### config.mk
export PLATFORM = sky130hd
export DESIGN_NAME = vip_uart_rx_capture_flat
export DESIGN_NICKNAME = d
export VERILOG_FILES = /design/src/rtl/vip_uart_pkg.sv /design/src/rtl/vip_uart_rx_capture_if.sv /design/src/rtl/fifo_v3.sv /design/src/rtl/vip_uart_rx_capture.sv /design/src/flat_wrapper.sv
export SDC_FILE = /design/constraint.sdc
export NUM_CORES = 1
export LEC_CHECK = 0
export CAP_MARGIN = 5
export CORE_MARGIN = 3
export CORE_UTILIZATION = 50
export DETAILED_ROUTE_END_ITERATION = 10
export DONT_BUFFER_PORTS = 1
export GPL_ROUTABILITY_DRIVEN = 0
export PLACE_DENSITY = 0.74
export SLEW_MARGIN = 10
export SYNTH_ARGS = -nofsm -noshare
export SYNTH_HDL_FRONTEND = slang
export SYNTH_SLANG_ARGS = --single-unit
### constraint.sdc
create_clock -name clk_i -period 3.6 [get_ports clk_i]
set_input_delay 0.36 -clock clk_i [delete_from_list [all_inputs] [get_ports clk_i]]
set_output_delay 0.36 -clock clk_i [all_outputs]
set_load 0.02 [all_outputs]
### src/rtl/vip_uart_pkg.sv
// Shared types and constants for the UART receive capture block.
package vip_uart_pkg;

   localparam int unsigned UartDataBits = 8;
   localparam logic [7:0]  UartEol      = 8'h0A;

   typedef enum logic [2:0] {
      IDLE,
      START,
      DATA,
      STOP,
      BREAK
   } uart_rx_state_e;

endpackage

### src/rtl/vip_uart_rx_capture_if.sv
// Byte stream from the UART capture block to its consumer (valid/ready).
// The capture block drives the master side; the consumer sits on the slave side.
interface vip_uart_rx_capture_if;

   logic [vip_uart_pkg::UartDataBits-1:0] byte_o;
   logic                                  valid_o;
   logic                                  ready_i;
   logic                                  eol_o;

   modport master (
      output byte_o,
      output valid_o,
      output eol_o,
      input  ready_i
   );

   modport slave (
      input  byte_o,
      input  valid_o,
      input  eol_o,
      output ready_i
   );

endinterface

### src/rtl/fifo_v3.sv
// Small synchronous FIFO. With FALL_THROUGH=0 a pushed word is visible on
// data_o the cycle after the push. A push while full is accepted only when a
// pop happens in the same cycle, so the occupancy stays constant.
module fifo_v3 #(
   parameter bit          FALL_THROUGH = 1'b0,
   parameter int unsigned DATA_WIDTH   = 32,
   parameter int unsigned DEPTH        = 8,
   localparam int unsigned AddrDepth   = (DEPTH > 1) ? $clog2(DEPTH) : 1
) (
   input  logic                  clk_i,
   input  logic                  rst_ni,
   input  logic                  flush_i,
   output logic                  full_o,
   output logic                  empty_o,
   output logic [AddrDepth:0]    usage_o,
   input  logic [DATA_WIDTH-1:0] data_i,
   input  logic                  push_i,
   output logic [DATA_WIDTH-1:0] data_o,
   input  logic                  pop_i
);

   logic [AddrDepth-1:0]  readPtr_q;
   logic [AddrDepth-1:0]  writePtr_q;
   logic [AddrDepth:0]    count_q;
   logic [DATA_WIDTH-1:0] mem_q [DEPTH];

   logic fallPass;
   logic doPop;
   logic doPush;

   function automatic logic [AddrDepth-1:0] nextPtr(input logic [AddrDepth-1:0] p);
      if (p == AddrDepth'(DEPTH - 1)) begin
         return '0;
      end
      return p + 1'b1;
   endfunction

   assign full_o   = (count_q == (AddrDepth + 1)'(DEPTH));
   assign empty_o  = (count_q == '0);
   assign usage_o  = count_q;

   // A word pushed into an empty fall-through FIFO and popped at once never gets stored.
   assign fallPass = FALL_THROUGH && empty_o && push_i && pop_i;
   assign doPop    = pop_i && !empty_o;
   assign doPush   = push_i && (!full_o || doPop) && !fallPass;

   // Head of queue, optionally bypassed by the incoming word when empty.
   always_comb begin
      data_o = mem_q[readPtr_q];
      if (FALL_THROUGH && empty_o) begin
         data_o = data_i;
      end
   end

   // Pointer and occupancy bookkeeping.
   always_ff @(posedge clk_i or negedge rst_ni) begin
      if (!rst_ni) begin
         readPtr_q  <= '0;
         writePtr_q <= '0;
         count_q    <= '0;
      end else if (flush_i) begin
         readPtr_q  <= '0;
         writePtr_q <= '0;
         count_q    <= '0;
      end else begin
         if (doPush) begin
            writePtr_q <= nextPtr(writePtr_q);
         end
         if (doPop) begin
            readPtr_q <= nextPtr(readPtr_q);
         end
         case ({doPush, doPop})
            2'b10:   count_q <= count_q + 1'b1;
            2'b01:   count_q <= count_q - 1'b1;
            default: count_q <= count_q;
         endcase
      end
   end

   // Storage array; cleared on reset so the head reads zero out of reset.
   always_ff @(posedge clk_i or negedge rst_ni) begin
      if (!rst_ni) begin
         for (int i = 0; i < int'(DEPTH); i++) begin
            mem_q[i] <= '0;
         end
      end else if (doPush) begin
         mem_q[writePtr_q] <= data_i;
      end
   end

endmodule

### src/rtl/vip_uart_rx_capture.sv
// UART 8N1 receiver that captures bytes from the SoC TX line into a small
// buffer for the console consumer, flagging framing errors and overflow.
module vip_uart_rx_capture
   import vip_uart_pkg::*;
#(
   parameter int unsigned ClksPerBit = 16,
   parameter int unsigned FifoDepth  = 8,
   localparam int unsigned CntW      = $clog2(ClksPerBit),
   localparam int unsigned FillW     = $clog2(FifoDepth) + 1,
   localparam int unsigned IdxW      = $clog2(UartDataBits)
) (
   input  logic                   clk_i,
   input  logic                   rst_ni,
   input  logic                   rx_i,
   input  logic                   clr_i,
   vip_uart_rx_capture_if.master  cons,
   output logic                   frame_err_o,
   output logic                   overflow_o,
   output logic [FillW-1:0]       fill_o
);

   localparam logic [CntW-1:0] HalfBit = CntW'(ClksPerBit / 2 - 1);
   localparam logic [CntW-1:0] FullBit = CntW'(ClksPerBit - 1);
   localparam logic [IdxW-1:0] LastIdx = IdxW'(UartDataBits - 1);

   logic rxMeta_q;
   logic rxSync_q;
   logic rxPrev_q;

   uart_rx_state_e          state_q;
   logic [CntW-1:0]         bitCnt_q;
   logic [IdxW-1:0]         bitIdx_q;
   logic [UartDataBits-1:0] shift_q;
   logic                    frameErr_q;

   logic                    overflow_q;
   logic                    overflow_d;

   logic                    pushByte;
   logic                    popByte;
   logic                    ovfSet;
   logic                    fifoFull;
   logic                    fifoEmpty;
   logic [UartDataBits-1:0] fifoData;
   logic [FillW-1:0]        fifoUsage;

   // Two-flop synchronizer; rxPrev_q keeps the last synchronized level for edge detection.
   always_ff @(posedge clk_i or negedge rst_ni) begin
      if (!rst_ni) begin
         rxMeta_q <= 1'b1;
         rxSync_q <= 1'b1;
         rxPrev_q <= 1'b1;
      end else begin
         rxMeta_q <= rx_i;
         rxSync_q <= rxMeta_q;
         rxPrev_q <= rxSync_q;
      end
   end

   // Frame decoder: counts down to mid-bit, samples, and tracks bit position.
   always_ff @(posedge clk_i or negedge rst_ni) begin
      if (!rst_ni) begin
         state_q    <= IDLE;
         bitCnt_q   <= '0;
         bitIdx_q   <= '0;
         shift_q    <= '0;
         frameErr_q <= 1'b0;
      end else begin
         frameErr_q <= 1'b0;
         case (state_q)
            IDLE: begin
               if (rxPrev_q && !rxSync_q) begin
                  state_q  <= START;
                  bitCnt_q <= HalfBit;
               end
            end
            START: begin
               if (bitCnt_q == '0) begin
                  if (rxSync_q) begin
                     state_q <= IDLE;
                  end else begin
                     state_q  <= DATA;
                     bitIdx_q <= '0;
                     bitCnt_q <= FullBit;
                  end
               end else begin
                  bitCnt_q <= bitCnt_q - 1'b1;
               end
            end
            DATA: begin
               if (bitCnt_q == '0) begin
                  shift_q[bitIdx_q] <= rxSync_q;
                  bitCnt_q          <= FullBit;
                  if (bitIdx_q == LastIdx) begin
                     state_q <= STOP;
                  end else begin
                     bitIdx_q <= bitIdx_q + 1'b1;
                  end
               end else begin
                  bitCnt_q <= bitCnt_q - 1'b1;
               end
            end
            STOP: begin
               if (bitCnt_q == '0) begin
                  if (rxSync_q) begin
                     state_q <= IDLE;
                  end else begin
                     frameErr_q <= 1'b1;
                     state_q    <= BREAK;
                  end
               end else begin
                  bitCnt_q <= bitCnt_q - 1'b1;
               end
            end
            BREAK: begin
               if (rxSync_q) begin
                  state_q <= IDLE;
               end
            end
            default: state_q <= IDLE;
         endcase
      end
   end

   // A good stop bit sample hands the assembled byte to the buffer.
   assign pushByte = (state_q == STOP) && (bitCnt_q == '0) && rxSync_q;
   assign popByte  = !fifoEmpty && cons.ready_i;
   assign ovfSet   = pushByte && fifoFull && !popByte;

   // Sticky overflow: a new drop in the same cycle as a clear keeps the flag set.
   always_comb begin
      overflow_d = overflow_q;
      if (clr_i) begin
         overflow_d = 1'b0;
      end
      if (ovfSet) begin
         overflow_d = 1'b1;
      end
   end

   // Overflow flag register.
   always_ff @(posedge clk_i or negedge rst_ni) begin
      if (!rst_ni) begin
         overflow_q <= 1'b0;
      end else begin
         overflow_q <= overflow_d;
      end
   end

   fifo_v3 #(
      .FALL_THROUGH (1'b0),
      .DATA_WIDTH   (UartDataBits),
      .DEPTH        (FifoDepth)
   ) u_fifo (
      .clk_i   (clk_i),
      .rst_ni  (rst_ni),
      .flush_i (1'b0),
      .full_o  (fifoFull),
      .empty_o (fifoEmpty),
      .usage_o (fifoUsage),
      .data_i  (shift_q),
      .push_i  (pushByte),
      .data_o  (fifoData),
      .pop_i   (popByte)
   );

   assign cons.byte_o  = fifoData;
   assign cons.valid_o = !fifoEmpty;
   assign cons.eol_o   = !fifoEmpty && (fifoData == UartEol);
   assign frame_err_o  = frameErr_q;
   assign overflow_o   = overflow_q;
   assign fill_o       = fifoUsage;

endmodule

### src/flat_wrapper.sv
// flat-port wrapper written by rule: the top's interface ports become plain ports
module vip_uart_rx_capture_flat import vip_uart_pkg::*;
#(
   parameter int unsigned ClksPerBit = 16,
   parameter int unsigned FifoDepth  = 8,
   localparam int unsigned CntW      = $clog2(ClksPerBit),
   localparam int unsigned FillW     = $clog2(FifoDepth) + 1,
   localparam int unsigned IdxW      = $clog2(UartDataBits)
)
  (clk_i, rst_ni, rx_i, clr_i, frame_err_o, overflow_o, fill_o, cons_byte_o, cons_valid_o, cons_eol_o, cons_ready_i);
  vip_uart_rx_capture_if cons_i ();
  input  logic clk_i;
  input  logic rst_ni;
  input  logic rx_i;
  input  logic clr_i;
  output logic frame_err_o;
  output logic overflow_o;
  output logic [FillW-1:0] fill_o;
  output wire logic [$bits(cons_i.byte_o)-1:0] cons_byte_o;
  output wire logic [$bits(cons_i.valid_o)-1:0] cons_valid_o;
  output wire logic [$bits(cons_i.eol_o)-1:0] cons_eol_o;
  input wire logic [$bits(cons_i.ready_i)-1:0] cons_ready_i;
  assign cons_byte_o = cons_i.byte_o;
  assign cons_valid_o = cons_i.valid_o;
  assign cons_eol_o = cons_i.eol_o;
  assign cons_i.ready_i = cons_ready_i;
  vip_uart_rx_capture #(.ClksPerBit(ClksPerBit), .FifoDepth(FifoDepth)) u_core (.clk_i(clk_i), .rst_ni(rst_ni), .rx_i(rx_i), .clr_i(clr_i), .cons(cons_i), .frame_err_o(frame_err_o), .overflow_o(overflow_o), .fill_o(fill_o));
endmodule
==> impl_results.md <==
- Status: completed
- Final cell count without fillers: 448
- Worst slew pin tran: 0.8926 ns
- Grt total ovfl: 0
- Inserted Diodes: 0
- Mean Syn Cell Area: 14.17 um^2
- PnR worst setup slack: 0.3686 ns
- Sequential area share after synthesis: 0.5216
- Layout area overhead: 7.732%
- Final setup vio count: 0
- RSZ-0062 raised after global routing: false
- Routed WL per cell: 19.59 um
- First-pass GRT wire length: 14.65 mm
- CP dominant cell by count: buf_4
- Period utilization: 0.8976
- Fin crit period: 3.231 ns
- Worst hold stages: 1
- GR Util All Layers: 0.1836
- Slowest CP cell: dfrtp_1
- Initial antenna violation count: 0
- Max-cap check violation count: 0
- Hold Path Class: input pin to flip-flop
- Cts repair resizes: 0
- Via-per-instance ratio: 6.022
- H-tree depth: 3
- Area of the multi-input gates: 2112 um^2
- Filler Cells Inserted: 709
- CTS tree: yes
- Clock-pin slew on the worst setup and hold paths: 0.10 ns
- Core footprint: 8891 um^2
- Dpl ws: 0.5094 ns
- Post-Syn Area: 4661 um^2
- Asr flop ratio synth: 1.000
- R2R Path End: u_core.u_fifo.usage_o[2]
- Final ANT Viol Nets: 0
- Fmax achieved: 309.5 MHz
- Hold Path Sink: u_core.overflow_o
- Reg-to-Reg Start: u_core.u_fifo.usage_o[0]
- Fin. max-slew vios: 0
- Worst path depth: 6
- Power per cell area: 524.8 nW/um^2
- Critical path endpoint category: primary output
- CP Class: flip-flop to primary output
- Vias in the first global route: 2782
- Root Driver: clkbuf_8
- Starting Density: 0.5242
- DRT Pass-1 Iters: 4
- I/O pin cnt: 21
- Crit path DAT: 2.87 ns
- Die width: 102.5 um
- Top Family by Delay on Critical Path: multiplexers
- Worst-Skew Late Latency: 0.35 ns
- CP peak stage delay: 0.72 ns
- DP Cell Count: 429
- Syn Nets: 345
- Number of synthesized flops with an enable pin: 0
- Cell type with the largest total area after synthesis: dfrtp_1
- Leak pwr: 2.427 nW
- CP Max Fanout: 13
- Largest net degree at the start of global routing: 98
- Max Root-Sink Buffers: 2
- Fin Clk Skew: 0.01376 ns
- Worst R2R Setup Slack: 0.48 ns
- Worst hold margin: 0.08287 ns
- Starting DRT DRC Count: 84
- # clock sinks: 97
- Num CTS Buffers: 9
- FF+latch count, synth: 97
- Post-synth top area share: 0.5047
- Cell Rows: 34
- Setup TNS: 0 ns
- Rel. slew slack: 0.4036
- Final hold vios: 0
- Post-Synthesis Cells: 329
- Die Span Y: 102.5 um
- Setup crit start kind: flip-flop
- Share of cells above drive strength 1: 0.3941
- Yosys cell types: 47
- Worst reg2reg path depth: 12
- WP data required: 3.24 ns
- DRC Markers: 0
- Seq. cell area: 2431 um^2
- Post-DP HPWL: 5.839 mm
- Worst hold path startpoint: clr_i
- Largest cells by area after synthesis: dfrtp_1, mux2_2, mux4_2
- Post-Route WL: 8.778 mm
- CP cell instances: buf_4 -> mux4_2 -> mux2_2 -> nor4b_1 -> buf_4 -> buf_4
- Maximum VDD drop: 0.0003950 V
- Die area: 10520 um^2
- Yosys warns: 0
- Port Buffers: 0
- Final nets: 351
- DR vias: 2698
- Synth Flop Type: dfrtp_1
- CP bufs+invs: 3
==> logic make-up (layout without fill, tap and decap cells) <==
logic type      Yosys count  after routing  share of synthesized area
flops                    97             97                     0.5216
compound gates           23             23                    0.03356
mux                     101            101                     0.2886
fa+ha+maj                11             11                    0.02953
xor+xnor                  6              6                    0.01128
buf+inv                  24             35                    0.02524
simple gates             67             67                    0.09020
==> state kept, by name (all words and copies together) (netlist names) <==
signal and count:
u_core.u_fifo.mem_q 64, u_core.bitIdx_q 3, u_core.overflow_o 1, u_core.rxMeta_q 1
u_core.u_fifo.writePtr_q 3, u_core.shift_q 8, u_core.rxSync_q 1, u_core.frame_err_o 1
u_core.bitCnt_q 4, u_core.state_q 3, u_core.rxPrev_q 1, u_core.u_fifo.readPtr_q 3
u_core.u_fifo.usage_o 4
==> metrics by stage <==
step	area, um^2	total power, mW	utilization
2_1_floorplan	4661	1.778	-
3_3_place_gp	4771	1.892	0.5366
3_5_place_dp	4771	1.916	0.5366
4_1_cts	5021	2.667	0.5647
5_1_grt	5021	2.802	0.5647
6_report	5021	2.635	0.5647
==> routing by layer <==
layer / vias to the layer above / GRT usage / wire (um)
met5: - / 0 / 0
met4: 0 / 0.04541 / 84
met3: 7 / 0.04127 / 475
met2: 59 / 0.2974 / 4207
met1: 1400 / 0.2537 / 4010
li1: 1232 / - / -
==> cell usage after synthesis, types with 3 or more instances <==
library cell and count:
nor2b_1 3, a21o_1 4, nand2_1 13, mux4_2 16, a21oi_1 6, nor2_1 12, ha_1 11, mux2_2 75
nor3b_1 4, nand4b_1 3, o21ai_0 5, dfrtp_1 94, buf_1 3, nor3_1 5, xor2_1 4, dfstp_2 3
nand3_1 5, nand4_1 4, mux2_4 8, clkbuf_1 7, inv_1 7
==> where the power goes <==
group | internal, mW | leakage [nW] | total [mW] | switching [mW]
Combinational | 0.283 | 1.01 | 0.517 | 0.234
Clock | 0.346 | 0.104 | 0.722 | 0.376
Sequential | 1.17 | 1.32 | 1.40 | 0.224
==> cells in the final DEF, fill, tap and decap left out, drive strengths merged, types with 3 or more instances in the layout <==
master / count
a21o: 4
a21oi: 6
buf: 9
clkbuf: 11
dfrtp: 94
dfstp: 3
ha: 11
inv: 10
mux2: 83
mux4: 16
nand2: 13
nand3: 5
nand4: 4
nand4b: 3
nor2: 12
nor2b: 3
nor3: 6
nor3b: 4
nor4: 3
o21ai: 5
xor2: 4
==> cell type report <==
class | count | area share
Clock buffer | 11 | 0.02816
Clock inverter | 5 | 0.01221
Inverter | 8 | 0.006479
Multi-Input combinational cell | 208 | 0.4206
Sequential cell | 97 | 0.4842
Tap cell | 108 | 0.02691
Timing Repair Buffer | 11 | 0.02143
==> repair_timing <==
item / 4_1_cts / 5_1_grt
hold endpoints to repair: 98 / 0
setup buffers: 0 / 0
hold buffers: 3 / 0
==> worst max-delay path by stage <==
stage	from	end	slack (ns)
3_3_place_gp	u_core.u_fifo.usage_o[0]	u_core.u_fifo.usage_o[2]	0.52
5_1_grt	u_core.u_fifo.readPtr_q[0]	cons_eol_o	0.10
3_5_place_dp	u_core.u_fifo.usage_o[0]	u_core.u_fifo.usage_o[2]	0.51
2_1_floorplan	u_core.u_fifo.readPtr_q[1]	cons_eol_o	0.69
4_1_cts	u_core.u_fifo.readPtr_q[0]	cons_eol_o	0.32
6_report	u_core.u_fifo.readPtr_q[1]	cons_eol_o	0.37
==> worst register-to-register path, delay by kind of cell (launching register included) <==
family | cells | cell delay, ns
simple gates | 4 | 1.09
compound gates | 1 | 0.14
xor+xnor | 3 | 0.46
fa+ha+maj | 2 | 0.47
flops | 1 | 0.52
buf+inv | 2 | 0.32
No activity file was read; power rests on OpenSTA's default activity.
